$ cat config.mk
export PLATFORM = sky130hd
export DESIGN_NAME = keypad_scan_fifo
export DESIGN_NICKNAME = d
export VERILOG_FILES = /design/src/rtl/keypad_scan_fifo.sv
export SDC_FILE = /design/constraint.sdc
export NUM_CORES = 1
export LEC_CHECK = 0
export BUFFER_PORTS_ARGS = -buffer_cell sky130_fd_sc_hd__buf_2
export CAP_MARGIN = 20
export CORE_ASPECT_RATIO = 1.25
export CORE_MARGIN = 5
export CORE_UTILIZATION = 47
export CTS_CLUSTER_SIZE = 20
export DETAILED_ROUTE_END_ITERATION = 8
export PLACE_DENSITY = 0.66
export SYNTH_ARGS = -nofsm -noshare
export SYNTH_HDL_FRONTEND = slang
export SYNTH_SLANG_ARGS = --single-unit
$ cat constraint.sdc
create_clock -name clk -period 3.2 [get_ports clk]
set_input_delay 0.16 -clock clk [delete_from_list [all_inputs] [get_ports clk]]
set_output_delay 0.16 -clock clk [all_outputs]
set_load 0.01 [all_outputs]
$ cat src/rtl/keypad_scan_fifo.sv
// rtl/keypad_scan_fifo.sv - matrix keypad scanner with one-key debounce and buffered event FIFO
module keypad_scan_fifo #(
  parameter  int ROWS           = 4,
  parameter  int COLS           = 4,
  parameter  int SCAN_DIV       = 4,
  parameter  int DEBOUNCE_SCANS = 3,
  parameter  int FIFO_DEPTH     = 4,
  parameter  int REPORT_RELEASE = 1,
  localparam int CODE_W         = $clog2(ROWS*COLS),
  localparam int CNT_W          = $clog2(FIFO_DEPTH) + 1
) (
  input  logic              clk,
  input  logic              rst_n,
  output logic [COLS-1:0]   col,
  input  logic [ROWS-1:0]   fil,
  output logic [CODE_W-1:0] key_code,
  output logic              key_release,
  output logic              key_valid,
  input  logic              key_ready,
  output logic [CNT_W-1:0]  fifo_count,
  output logic              overflow,
  input  logic              overflow_clr
);

  localparam int ROW_W = (ROWS > 1) ? $clog2(ROWS) : 1;
  localparam int COL_W = $clog2(COLS);
  localparam int DW    = $clog2(SCAN_DIV);
  localparam int DB_W  = $clog2(DEBOUNCE_SCANS + 1);
  localparam int PTR_W = $clog2(FIFO_DEPTH);
  localparam logic [DW-1:0]    DWELL_MAX = DW'(SCAN_DIV - 1);
  localparam logic [COL_W-1:0] COL_MAX   = COL_W'(COLS - 1);
  localparam logic [CNT_W-1:0] FULL_CNT  = CNT_W'(FIFO_DEPTH);

  typedef enum logic [1:0] {IDLE, CONFIRM, HELD, RELEASE} state_t;

  logic [DW-1:0]     dwell;
  logic [COL_W-1:0]  col_idx;
  logic [ROWS-1:0]   fil_m;
  logic [ROWS-1:0]   fil_s;

  state_t            state;
  logic [DB_W-1:0]   db_cnt;
  logic [ROW_W-1:0]  cand_row;
  logic [COL_W-1:0]  cand_col;
  logic [CODE_W-1:0] cand_code;

  logic              sample;
  logic              at_cand;
  logic              cand_hi;
  logic              db_done;
  logic              any_row;
  logic [ROW_W-1:0]  low_row;
  logic [CODE_W-1:0] scan_code;

  logic              push;
  logic              push_rel;
  logic [CODE_W-1:0] push_code;

  logic [CODE_W:0]   mem [FIFO_DEPTH];
  logic [PTR_W-1:0]  wptr;
  logic [PTR_W-1:0]  rptr;
  logic              full;
  logic              pop;
  logic              wr;
  logic              drop;

  // Two-flop synchroniser for the asynchronous row inputs
  always_ff @(posedge clk or negedge rst_n) begin
    if (!rst_n) begin
      fil_m <= '0;
      fil_s <= '0;
    end else begin
      fil_m <= fil;
      fil_s <= fil_m;
    end
  end

  // Column dwell counter and one-hot strobe rotation
  always_ff @(posedge clk or negedge rst_n) begin
    if (!rst_n) begin
      dwell   <= '0;
      col_idx <= '0;
      col     <= COLS'(1);
    end else if (dwell == DWELL_MAX) begin
      dwell   <= '0;
      col     <= {col[COLS-2:0], col[COLS-1]};
      col_idx <= (col_idx == COL_MAX) ? '0 : col_idx + 1'b1;
    end else begin
      dwell <= dwell + 1'b1;
    end
  end

  // Sample-point decode and lowest-index active row
  always_comb begin
    sample    = (dwell == DWELL_MAX);
    at_cand   = sample && (col_idx == cand_col);
    cand_hi   = fil_s[cand_row];
    db_done   = (int'(db_cnt) + 1) >= DEBOUNCE_SCANS;
    any_row   = |fil_s;
    low_row   = '0;
    for (int i = ROWS - 1; i >= 0; i--) begin
      if (fil_s[i]) low_row = ROW_W'(i);
    end
    scan_code = CODE_W'(int'(low_row) * COLS + int'(col_idx));
  end

  // Event generation: the push lands on the same edge that completes debounce
  always_comb begin
    push      = 1'b0;
    push_rel  = 1'b0;
    push_code = cand_code;
    case (state)
      IDLE: begin
        if (sample && any_row && DEBOUNCE_SCANS == 1) begin
          push      = 1'b1;
          push_code = scan_code;
        end
      end
      CONFIRM: begin
        if (at_cand && cand_hi && db_done) push = 1'b1;
      end
      HELD: begin
        if (at_cand && !cand_hi && DEBOUNCE_SCANS == 1 && REPORT_RELEASE != 0) begin
          push     = 1'b1;
          push_rel = 1'b1;
        end
      end
      RELEASE: begin
        if (at_cand && !cand_hi && db_done && REPORT_RELEASE != 0) begin
          push     = 1'b1;
          push_rel = 1'b1;
        end
      end
      default: ;
    endcase
  end

  // Single-key tracker: confirm, hold, debounce the release
  always_ff @(posedge clk or negedge rst_n) begin
    if (!rst_n) begin
      state     <= IDLE;
      db_cnt    <= '0;
      cand_row  <= '0;
      cand_col  <= '0;
      cand_code <= '0;
    end else begin
      case (state)
        IDLE: begin
          if (sample && any_row) begin
            cand_row  <= low_row;
            cand_col  <= col_idx;
            cand_code <= scan_code;
            if (DEBOUNCE_SCANS == 1) begin
              db_cnt <= '0;
              state  <= HELD;
            end else begin
              db_cnt <= DB_W'(1);
              state  <= CONFIRM;
            end
          end
        end
        CONFIRM: begin
          if (at_cand) begin
            if (!cand_hi) begin
              db_cnt <= '0;
              state  <= IDLE;
            end else if (db_done) begin
              db_cnt <= '0;
              state  <= HELD;
            end else begin
              db_cnt <= db_cnt + 1'b1;
            end
          end
        end
        HELD: begin
          if (at_cand && !cand_hi) begin
            if (DEBOUNCE_SCANS == 1) begin
              db_cnt <= '0;
              state  <= IDLE;
            end else begin
              db_cnt <= DB_W'(1);
              state  <= RELEASE;
            end
          end
        end
        RELEASE: begin
          if (at_cand) begin
            if (cand_hi) begin
              db_cnt <= '0;
              state  <= HELD;
            end else if (db_done) begin
              db_cnt <= '0;
              state  <= IDLE;
            end else begin
              db_cnt <= db_cnt + 1'b1;
            end
          end
        end
        default: begin
          db_cnt <= '0;
          state  <= IDLE;
        end
      endcase
    end
  end

  assign full = (fifo_count == FULL_CNT);
  assign pop  = key_valid && key_ready;
  assign wr   = push && (!full || pop);
  assign drop = push && full && !pop;

  // Event FIFO storage and pointers; a full FIFO still accepts a push alongside a pop
  always_ff @(posedge clk or negedge rst_n) begin
    if (!rst_n) begin
      for (int i = 0; i < FIFO_DEPTH; i++) mem[i] <= '0;
      wptr       <= '0;
      rptr       <= '0;
      fifo_count <= '0;
    end else begin
      if (wr) begin
        mem[wptr] <= {push_rel, push_code};
        wptr      <= wptr + 1'b1;
      end
      if (pop) rptr <= rptr + 1'b1;
      case ({wr, pop})
        2'b10:   fifo_count <= fifo_count + 1'b1;
        2'b01:   fifo_count <= fifo_count - 1'b1;
        default: ;
      endcase
    end
  end

  // Sticky drop flag; a new drop wins over a same-cycle clear
  always_ff @(posedge clk or negedge rst_n) begin
    if (!rst_n) overflow <= 1'b0;
    else if (drop) overflow <= 1'b1;
    else if (overflow_clr) overflow <= 1'b0;
  end

  assign key_valid   = (fifo_count != '0);
  assign key_code    = mem[rptr][CODE_W-1:0];
  assign key_release = mem[rptr][CODE_W];

endmodule

# Yosys cells after proc, flatten, opt, wreduce, memory -nomap -nowiden

Cells that the tools add are included.

Add/subtract/negate cells: 9
Order comparisons: 5
Equal/unequal tests: 15
Muxes and demuxes: 37
Bitwise logic cells: 2
Reduce and logical (&&, ||, !) cells: 23

Operators by type and width:

| cell                | number |
|---|---|
| $mux 2              | 20 |
| $bwmux 20           | 1 |
| $pmux 2 s4          | 2 |
| $mux 5              | 3 |
| $logic_and 1x1->1   | 11 |
| $add 2x1->2 const B | 5 |
| $bmux 5 s2          | 1 |
| $demux 5 s2         | 1 |
| $eq 2x2->1 const B  | 5 |
| $ne 2x2->1 const B  | 4 |
| $ge 3x3->1 const B  | 2 |
| $mux 1              | 6 |
| $ne 3x3->1 const B  | 2 |
| $not 2->3           | 2 |
| $pmux 3 s2          | 1 |
| $reduce_and 6->1    | 1 |
| $add 4x2->4         | 1 |
| $eq 2x1->1 const B  | 2 |
| $reduce_and 4->1    | 1 |
| $reduce_bool 2->1   | 2 |
| $reduce_or 4->1     | 1 |
| $add 2x1->3 const B | 1 |
| $add 3x1->3 const B | 1 |
| $eq 3x3->1 const B  | 1 |
| other kinds (12)    | 14 |

Flip-flop bits (word level): 56
Bits of input ports: 8
Output and inout port bits: 14
Logic and storage cells: 109

# Depth between registers and ports, before layout

Gate-level depths: netlist (run 1).

Depth in word-level cells: 10
Depth in mapped cells: 11
Gate-level depth less buffers: 11

# Worst setup path before layout (run 1)

OpenSTA, ideal clock, no wires.

Path type: reg2reg
Start: register fifo_count[1]
End: register fifo_count[2]
Library setup time: 79 ps
Data arrival time: 2,429 ps
Required time: 3,121 ps
Setup slack: 692 ps
Cell stages (with the launch flop): 11
Buffers on the path: 1
Cells stage by stage: dfrtp_1 > or4b_2 > buf_2 > and3_1 > inv_1 > ha_1 > inv_1 > fa_1 > xor2_1 > nor2_1 > xor2_1

Longest elaborated chain between the ends: 6

RTL lines:

| element                                              | RTL line | text |
|---|---|---|
| start: declaration                                   | 20       | `output logic [CNT_W-1:0] fifo_count,` |
| start signal: assignment                             | 226      | `2'b10: fifo_count <= fifo_count + 1'b1;` |
| start signal: assignment                             | 227      | `2'b01: fifo_count <= fifo_count - 1'b1;` |
| $eq 3x3->1 or $reduce_bool 3->1 (tied branches)      | 207, 240 |  |
| $logic_not 1->1 or $logic_and 1x1->1 (tied branches) | 209, 208 |  |
| $logic_or 1x1->1                                     | 209      | `assign wr = push && (!full \|\| pop);` |
| $logic_and 1x1->1                                    | 209      |  |
| $eq 2x1->1 or $eq 2x2->1 (tied branches)             | 225      | `case ({wr, pop})` |
| $pmux 3 s2 or $reduce_bool 2->1 (tied branches)      | -        |  |

Several ways; a longest one is shown, not always the timed one.
A chain may end at the register's enable or synchronous reset.

# Final worst setup path (run 1)

Start: register cand_row[0]
End: register fifo_count[2]

Longest elaborated chain between the ends: 10

RTL lines:

| element                                         | RTL line | text |
|---|---|---|
| start: declaration                              | 43       | `logic [ROW_W-1:0] cand_row;` |
| start signal: assignment                        | 150      | `cand_row <= low_row;` |
| $bmux 1 s2 *                                    | 97       | `cand_hi = fil_s[cand_row];` |
| $mux 1 (implied by the code) *                  | 97       |  |
| $logic_not 1->1                                 | 129      | `if (at_cand && !cand_hi && db_done && REPORT_RELEASE != 0) begin` |
| $logic_and 1x1->1 (2 in series)                 | 129      |  |
| $mux 1                                          | 129      |  |
| $pmux 1 s2 *                                    | 112      | `case (state)` |
| $logic_and 1x1->1 *                             | 209      |  |
| $eq 2x1->1 or $eq 2x2->1 (tied branches)        | 225      |  |
| $pmux 3 s2 or $reduce_bool 2->1 (tied branches) | -        |  |

Every way passes the cells marked *; elsewhere a longest branch is shown, timed or not. The select of a mux whose other input is x is not followed.

==> summary.md, run 1 <==
| Metric | Value |
|---|---|
| Global-route wire length before repair | 6580 um |
| Post-Syn Area per Cell | 14.7 um2 |
| Die span in x | 73.0 um |
| Slew headroom | 0.546 |
| Post-synth EDFFs | 0 |
| Synthesis-stage register bit count | between 50 and 60 |
| PortBufs | 21 |
| DR vias | 1323 |
| Post-Syn Area | between 2000 and 2500 um2 |
| Measured slew at the worst slew-check pin | 679 ps |
| CP endpoint kind | flip-flop |
| Post-DP HPWL | 2790 um |
| Critical Path Sink | fifo_count[2] |
| Post-DP Area | 2490 um2 |
| Post-synth top area share | 0.548 |
| # nets final | 204 |
| CTS Buffer Depth | 2 |
| Vias per cell | 5.31 |
| CP Class | flip-flop to flip-flop |
| Combinational family with the most area after synthesis | multiplexers |
| TritonCTS Buffers | 5 |
| Clock transition at the registers of the reported paths | 90 ps |
| DRC viols | 0 |
| Complex-gate fraction of the synthesized area | 0.0419 |
| GRT Util Overall | 0.136 |
| Share of cells above drive strength 1 | 0.381 |
| Die Footprint | 6470 um2 |
| Met1 Track Usage GR | 0.166 |
| Initial DRC count | 59 |
| Routing usage on met3 | 0.0341 |
| Die Y | 88.7 um |
| Post-cts resize count | 0 |
| Register area share after synthesis | 0.559 |
| Lkg Pwr | 0.00128 uW |
| Max Slew Vio Count | 0 |
| Kind of start point of the critical path | flip-flop |
| Final setup TNS | 0 ps |
| Setup violators final | 0 |
| Primary FF master, synth | dfrtp_1 |
| Worst reg2reg startpoint | cand_row[0] |
| Core ar. | 4760 um2 |
| Vias in the first global route | 1416 |
| Worst path slowest cell | mux4_2 |
| Gr busiest metal | met2 |
| Post-route ant nets | 0 |
| YS warnings | 0 |
| Routed WL per cell | approximately 15 um |
| Synth Area in Adders | 0.0462 |
| CTS tree | done |
| Most used cell along the critical path | xor2_1 |
| Critical-path cell list | mux4_2, xor2_1, and3_1, inv_1, ha_1, inv_1, fa_1, xor2_1, nor2_1, xor2_1 |
| Post-Synthesis Cells | between 150 and 200 |
| Area growth syn-to-layout | 14.7% |
| Final hold slack | 56.3 ps |
| Syn Nets | approximately 170 |
| Area share of and/or/nand/nor cells after synthesis | 0.0801 |
| Post-synthesis mux area share | 0.207 |
| Clk root buf | clkbuf_8 |
| Critical Path RT | about 3400 ps |
| Post-route cell area | 2670 um2 |
| R2R depth | 10 |
| Ant diodes | 0 |
| Critical path arrival | 2890 ps |
| Initial Util | 0.489 |
| Critical Path Start | cand_row[0] |
| CP max stage delay | 640 ps |
| Met2 Usage GRT | 0.229 |
| Clock skew | 9.74 ps |
| Total grt overflow | 0 |
| # rows | 28 |
| Largest net degree at the start of global routing | 53 |
| Final worst path period need | 2660 ps |
| IO Pins | 22 |
| Synth area leader | dfrtp_1 |
| P per Cell Area | 645 nW/um2 |
| Final critical-path setup slack | roughly 540 ps |
| Final Hold Fails | 0 |
| VDD IR max | 0.447 mV |
| Initial antenna violation count | 0 |
| Fin crit share | 0.833 |
| DP Worst Slack | 539 ps |
| Worst R2R Setup Slack | 540 ps |
| Clk_lat worst skew | approximately 300 ps |
| Gp weighted congestion | around 0.69 |
| HP Class | input port to flip-flop |
| Ys async rst share | 1.00 |
| Drt first pass iters | 4 |
| CP Max Fanout | 7 |
| R2R Path End | fifo_count[2] |
| Max_cap viols | 0 |
| Xor/xnor cell area share of the yosys netlist | 0.0457 |
| Max Fclk | between 0.3 and 0.4 GHz |
| # clock sinks | 52 |
| H-Tree Depth | 2 |
| Synth cell types | 39 |
| Synth top area cells | dfrtp_1, mux2_2, mux4_2 |
| RSZ-0062 raised after global routing | false |
| Post-Route WL | 3790 um |
| Status | complete, no violations |
==> layout make-up <==
cell class	count	area [um2]
Timing Repair Buffer	27	175
Inverter	8	30.0
Clock buffer	6	72.6
Sequential cell	52	1300
Clock inverter	2	35.0
Multi-Input combinational cell	94	980
Tap cell	60	75.1
Fill cell	424	2090
==> sequential cells by signal (all words and copies together) (netlist names), 2 cells and up, named ones only <==
name / count
wptr: 2
fil_s: 4
fil_m: 4
dwell: 2
col_idx: 2
mem: 20
db_cnt: 2
rptr: 2
fifo_count: 3
cand_row: 2
col: 4
==> placed cells by master, fill, tap and decap left out, types with 3 or more instances in the layout <==
| cell type | n |
|---|---|
| buf_2 | 21 |
| clkbuf_8 | 5 |
| dfrtp_1 | 51 |
| dlygate4sd3_1 | 5 |
| ha_1 | 7 |
| inv_1 | 8 |
| mux2_2 | 27 |
| mux4_2 | 6 |
| nand2_1 | 7 |
| nor2_1 | 4 |
| nor3_4 | 3 |
| xnor2_1 | 5 |
| xor2_1 | 4 |
==> synth_stat cells (2+ instances only) <==
library cell,n
nand3_1,2
nor2_1,4
xnor2_1,5
mux2i_1,2
mux2_2,27
o32ai_1,2
mux4_2,6
ha_1,7
clkbuf_1,2
inv_1,8
xor2_1,4
dfrtp_1,51
o21a_1,2
and3_1,2
nor3_4,3
nand2_1,7
mux2_1,2
==> logic make-up (layout without fill, tap and decap cells) <==
kind of cell | after synthesis | count (layout)
AO/OA/AOI/OAI | 12 | 12
AND/OR/NAND/NOR | 27 | 27
multiplexers | 37 | 37
XOR/XNOR | 10 | 10
adder cells (fa/ha/maj) | 8 | 8
flip-flops | 52 | 52
buffers and inverters | 12 | 43
==> routing by layer <==
layer / vias to the layer above / part of all wire
met5: - / 0
met4: 0 / 0.018
met2: 18 / 0.52
met3: 6 / 0.031
met1: 674 / 0.43
li1: 625 / -
==> metrics by stage <==
stage / total power (uW) / utilization / std cells
finish: 1720 / 0.560 / 249
floorplan: 1190 / - / 158
detailed placement: 1310 / 0.523 / 235
global placement: 1280 / 0.523 / 235
CTS: 1750 / 0.554 / 247
global route: 1840 / 0.560 / 249
==> power breakdown <==
part	leakage [uW]	switching, uW	internal (uW)
clock network	0.0000552	199	232
registers	0.000668	137	750
logic	0.000556	198	206
total	0.00128	534	1190
==> worst min path at each step <==
stage | startpoint | cells after the start | to | slack, ps
finish | overflow_clr | 2 | overflow | 60
global placement | fil[0] | 1 | fil_m[0] | 270
floorplan | rst_n | 0 | async pin | -140
CTS | overflow_clr | 2 | overflow | 50
global route | overflow_clr | 2 | overflow | 50
detailed placement | fil[0] | 1 | fil_m[0] | 270
==> timing repair <==
action                                 CTS  global route
buffers inserted                         0             0
endpoints found under the hold margin    4            12
setup endpoints to repair                0             0
hold buffers                             4             1
==> worst max-delay path, delay by kind of cell, from the launching register on <==
family | cells | cell delay [ps]
xor+xnor | 3 | 510
fa+ha+maj | 2 | 540
buf+inv | 2 | 120
flops | 1 | 480
mux | 1 | 640
simple gates | 2 | 320
(Power assumes the default switching activity.)
==> run 2: changes to the inputs <==
PLACE_DENSITY = 0.68   (was 0.66)
clock period = 2.3 ns   (was 3.2 ns; I/O delays follow)
==> run 2 against run 1 <==
Combinational power up 88%. Cell area increased by 5.5%. Maximum frequency grew 17%. Global-route usage grew 2.3 points. First-iteration DRC count is 32% lower. Register-to-register slack worse by 510 ps.
==> summary.md, run 2 (same netlist as run 1, synthesis figures left out) <==
| Metric | Value |
|---|---|
| IO Pins | 22 (unchanged) |
| Clock skew | 9.26 ps (-0.482 ps) |
| Worst reg2reg startpoint | fil_s[3] |
| Vias in the first global route | 1577 (+11%) |
| Routed WL per cell | 17.0 um (+11%) |
| # rows | 28 (unchanged) |
| Post-route ant nets | 0 (unchanged) |
| P per Cell Area | 882 nW/um2 (+37%) |
| TritonCTS Buffers | 5 (unchanged) |
| Clock transition at the registers of the reported paths | 90 ps (about the same) |
| Setup violators final | 0 (unchanged) |
| Most frequent cells in the layout | dfrtp_1, mux2_2, buf_2 |
| Power share of the combinational group | 0.306 (+0.071) |
| Initial Util | 0.489 (unchanged) |
| Clk_lat worst skew | 300 ps (about the same) |
| Most common cell after layout, fill and taps aside | dfrtp_1 |
| Final hold slack | 265 ps (+209 ps) |
| Vias per cell | 5.30 (-0.28%) |
| # nets final | 223 (+9.3%) |
| Ant diodes | 0 (unchanged) |
| CTS tree | done |
| Slew headroom | 0.714 (+0.167) |
| CTS Buffer Depth | 2 (unchanged) |
| Status | complete, no violations |
| PortBufs | 21 (unchanged) |
| Critical Path Start | fil_s[3] |
| Die Footprint | 6470 um2 (unchanged) |
| Measured slew at the worst slew-check pin | 430 ps (-250 ps) |
| Switch share | 0.332 (+0.0220) |
| Fin crit share | 0.988 (+0.156) |
| P_int | 1660 uW (+40%) |
| VDD IR max | 0.621 mV (+39%) |
| Share of cells above drive strength 1 | 0.462 (+0.0806) |
| DRC viols | 0 (unchanged) |
| Largest register FFs | 20 (unchanged) |
| Core ar. | 4760 um2 (unchanged) |
| HP Class | input port to async pin |
| CP endpoint kind | flip-flop |
| Largest Register | mem |
| Final Hold Fails | 0 (unchanged) |
| Final worst path period need | 2270 ps (-391 ps) |
| GRT Util Overall | 0.159 (+0.0235) |
| DR vias | 1420 (+7.3%) |
| CP Max Fanout | 2 (-5) |
| Power share of the clock group | 0.204 (-0.046) |
| Global-route wire length before repair | 7640 um (+16%) |
| Max Fclk | 0.440 GHz (+17%) |
| Gp weighted congestion | 0.736 (+6.4%) |
| Total grt overflow | 0 (unchanged) |
| Post-Route WL | 4550 um (+20%) |
| CP Class | flip-flop to flip-flop |
| Clk root buf | clkbuf_8 |
| Critical Path RT | 2530 ps (-900 ps) |
| Initial antenna violation count | 0 (unchanged) |
| Drt first pass iters | 4 (unchanged) |
| Final Core Density | 0.591 (+0.0310) |
| Switch Pwr | 826 uW (+54%) |
| Max Slew Vio Count | 0 (unchanged) |
| Area growth syn-to-layout | 21.0% |
| # clock sinks | 52 (unchanged) |
| Initial DRC count | 40 (-32%) |
| Critical path arrival | 2500 ps (-390 ps) |
| Lkg Pwr | 0.00135 uW (+5.9%) |
| H-Tree Depth | 2 (unchanged) |
| Kind of start point of the critical path | flip-flop |
| RSZ-0062 raised after global routing | true |
| Die span in x | 73.0 um (unchanged) |
| Max_cap viols | 0 (unchanged) |
| Sequential share of power | 0.490 (-0.025) |
| Post-DP HPWL | 3400 um (+22%) |
| Die Y | 88.7 um (unchanged) |
| Largest net degree at the start of global routing | 34 (-36%) |
==> run 2: final cells by class <==
| class | instances | area (um2) |
|---|---|---|
| clock buffers | 6 | 72.6 |
| clock inverters | 2 | 16.3 |
| fillers | 426 | 1950 |
| inverters | 8 | 32.5 |
| multi-input cells | 94 | 1010 |
| flip-flops and latches | 52 | 1300 |
| well taps | 60 | 75.1 |
| repair buffers | 46 | 308 |
==> run 2: per-layer routing <==
layer | vias to the layer above | share of wire | routed length, um | track usage
li1 | 655 | - | - | -
met1 | 742 | 0.39 | 1760 | 0.175
met2 | 18 | 0.57 | 2590 | 0.300
met3 | 5 | 0.030 | 135 | 0.0409
met4 | 0 | 0.013 | 59 | 0.0453
met5 | - | 0 | 0 | 0
==> run 2: repair_timing <==
item	in CTS	in global routing
gates resized for setup	0	1
hold endpoints to repair	23	0
pin swaps	3	0
gates cloned	0	0
hold buffers	6	0
buffers inserted	4	0
setup endpoints to repair	1	1
==> run 2: final timing paths <==
path / depth (start not counted) / slack (ps) / endpoint
worst max-delay path: 10 / 30 / fifo_count[2]
min in group clk: 3 / 270 / rptr[0]
worst min register to register: 0 / 350 / fil_s[0]
max in group asynchronous: 3 / 1250 / state[0]
worst min-delay path: 2 / 270 / mem[10]
worst max register to register: 10 / 30 / fifo_count[2]
==> run 2: metrics by stage <==
step           TNS (ps)  cell area, um2  power, uW  cells  setup slack (ps)
2_1_floorplan      -137            2370       1680    158              -131
3_3_place_gp          0            2640       1900    250              20.9
3_5_place_dp      -49.2            2640       1970    250             -49.2
4_1_cts               0            2820       2520    268              7.05
5_1_grt            -106            2820       2650    268              -106
6_report              0            2820       2480    268              27.2
==> run 2: power by group through the flow <==
stage | clock [uW] | sequential [uW] | combinational [uW]
6_report | 507 | 1220 | 761
5_1_grt | 566 | 1240 | 841
2_1_floorplan | 0 | 1180 | 501
3_5_place_dp | 0 | 1240 | 725
3_3_place_gp | 0 | 1220 | 680
4_1_cts | 529 | 1220 | 770
==> run 2: critical path, stage by stage, from the launching register on <==
cell     delay (ps)
dfrtp_1         390
mux4_2          520
xor2_2          170
and3_4          180
inv_4            50
ha_4            120
inv_2            30
fa_2            330
xor2_1          140
nor2_1          110
xor2_1          160
==> run 3: changes to the inputs <==
CORE_UTILIZATION = 52   (was 47)
PLACE_DENSITY = 0.74   (was 0.68)
SETUP_SLACK_MARGIN = 0.3   (was unset)
==> run 3 against run 2 <==
The run now ends with negative setup slack left. Sequential cell count unchanged. Non-clock buffer count up 7. Utilization rose by 8.6 points. Final cell count up 1.9%. Critical endpoint unchanged. Highest routed layer unchanged.
==> summary.md, run 3 (same netlist as run 1, synthesis figures left out) <==
| Metric | Value |
|---|---|
| Critical Path RT | 2540 ps (about the same) |
| Ant diodes | 0 (unchanged) |
| Slew headroom | 0.706 (-0.00702) |
| Most frequent cells in the layout | dfrtp_1, mux2_2, buf_2 |
| Post-DP HPWL | 3310 um (-2.7%) |
| # nets final | 230 (+3.1%) |
| R2R depth | 10 (unchanged) |
| Drt first pass iters | 4 (unchanged) |
| Core ar. | 4360 um2 (-8.5%) |
| Max Slew Vio Count | 0 (unchanged) |
| Total power draw | 2690 uW (+8.1%) |
| Initial antenna violation count | 0 (unchanged) |
| Clock transition at the registers of the reported paths | 90 ps (about the same) |
| # rows | 27 (-3.6%) |
| Largest Register | mem |
| Largest register FFs | 20 (unchanged) |
| Top delay family on crit path | multiplexers |
| P per Cell Area | 910 nW/um2 (+3.2%) |
| Die span in x | 69.9 um (-4.3%) |
| PortBufs | 21 (unchanged) |
| HP Class | input port to async pin |
| Final worst path period need | 2330 ps (+62.1 ps) |
| CP Class | flip-flop to flip-flop |
| Lkg Pwr | 0.00142 uW (+4.8%) |
| R2R Path End | fifo_count[2] |
| Post-Route WL | 4670 um (+2.8%) |
| Final Hold Fails | 0 (unchanged) |
| Final Instance Count excl. Fillers | 273 (+1.9%) |
| Fin crit share | 1.02 (+0.0270) |
| Critical path arrival | 2580 ps (+80 ps) |
| IO Pins | 22 (unchanged) |
| Initial DRC count | 49 (+23%) |
| Clock skew | 12.8 ps (+3.50 ps) |
| TritonCTS Buffers | 5 (unchanged) |
| Max Fclk | 0.428 GHz (-2.7%) |
| Vias per cell | 5.40 (+2.0%) |
| Worst R2R Setup Slack | -30 ps (-60 ps) |
| Fillers | 295 (-31%) |
| Final critical-path setup slack | -34.8 ps (-62.1 ps) |
| Routed WL per cell | 17.1 um (+0.95%) |
| Violated checks | negative setup slack |
| Gp weighted congestion | 0.750 (+1.9%) |
| CTS Buffer Depth | 2 (unchanged) |
| CP max stage delay | 550 ps (+30 ps) |
| Clk root buf | clkbuf_8 |
| # placed instances | 248 (-0.80%) |
| Max_cap viols | 0 (unchanged) |
| Largest net degree at the start of global routing | 36 (+5.9%) |
| Worst reg2reg startpoint | cand_row[0] |
| # clock sinks | 52 (unchanged) |
| Kind of start point of the critical path | flip-flop |
| Measured slew at the worst slew-check pin | 440 ps (+10.5 ps) |
| Status | complete, but fails checks |
| CP Max Fanout | 2 (unchanged) |
| Die Y | 84.8 um (-4.4%) |
| GRT Util Overall | 0.167 (+0.00720) |
| RSZ-0062 raised after global routing | true |
| Setup violators final | 1 (+1) |
| Total grt overflow | 0 (unchanged) |
| Die Footprint | 5920 um2 (-8.4%) |
| H-Tree Depth | 2 (unchanged) |
| Vias in the first global route | 1627 (+3.2%) |
| CTS tree | done |
| Initial Util | 0.534 (+0.0456) |
| CP endpoint kind | flip-flop |
| Critical-path cell list | mux4_2, xor2_2, and3_4, inv_2, ha_4, inv_2, fa_2, xor2_1, nor2_1, xor2_1 |
| Post-route ant nets | 0 (unchanged) |
| Share of cells above drive strength 1 | 0.502 (+0.0408) |
| DR vias | 1475 (+3.9%) |
| Area growth syn-to-layout | 26.7% |
| DRC viols | 0 (unchanged) |
| Clk_lat worst skew | 310 ps (about the same) |
| Most common cell after layout, fill and taps aside | dfrtp_1 |
| VDD IR max | 0.410 mV (-34%) |
| Global-route wire length before repair | 7650 um (+0.18%) |
| Worst path slowest cell | mux4_2 |
| WP buf/inv | 2 (unchanged) |
[run 3: cell type report]
cell class                 instances  area, um2  share of cell area
timing repair buffer              53        395               0.134
tap                               58       72.6              0.0246
multi-input combinational         94       1060               0.359
sequential                        52       1300               0.441
clock buffer                       8       90.1              0.0305
inverter                           8       30.0              0.0102
[run 3: worst max path at each step]
stage,start,end,slack (ps),depth (start not counted)
after CTS,cand_row[0],fifo_count[2],-30,10
after detailed placement,cand_row[0],fifo_count[2],-70,10
after global routing,cand_row[0],fifo_count[2],-150,10
after global placement,cand_row[0],fifo_count[2],30,10
after floorplan,cand_row[0],fifo_count[2],-130,10
final,cand_row[0],fifo_count[2],-30,10
[run 3: power by group]
part	leakage [uW]	internal (uW)	switching [uW]
logic	0.000706	507	422
clock network	0.0000455	246	285
registers	0.000668	1040	182
[run 3: worst reg2reg max path: stages (launching register included)]
cell and delay (ps):
dfrtp_1 380, mux4_2 550, xor2_2 170, and3_4 190, inv_2 60, ha_4 120
inv_2 30, fa_2 330, xor2_1 140, nor2_1 140, xor2_1 160
[run 3: layer usage]
metal  global-route usage  part of all wire  wire length, um  up-vias
met5                    0                 0                0        -
met3               0.0415             0.034              161       11
met4               0.0627             0.019               90        0
met2                0.310              0.56             2640       30
met1                0.181              0.38             1780      759
li1                     -                 -                -      675
[run 3: per-stage QoR]
| step | setup slack, ps | util | setup TNS, ps | hold slack (ps) | cell area (um2) |
|---|---|---|---|---|---|
| after floorplan | -131 | - | -137 | -181 | 2370 |
| after global placement | 25.9 | 0.604 | 0 | 39.9 | 2630 |
| after detailed placement | -69.0 | 0.604 | -69.0 | 58.2 | 2630 |
| after CTS | -27.0 | 0.662 | -27.0 | 263 | 2890 |
| after global routing | -150 | 0.677 | -595 | 267 | 2950 |
| final | -34.8 | 0.677 | -34.8 | 249 | 2950 |
[run 3: what timing repair did]
item | 4_1_cts | 5_1_grt
gates cloned | 0 | 0
endpoints found under the hold margin | 21 | 0
setup buffers | 7 | 4
pin swaps | 7 | 6
resized for setup | 8 | 6
setup endpoints to repair | 17 | 26
hold buffers | 6 | 0
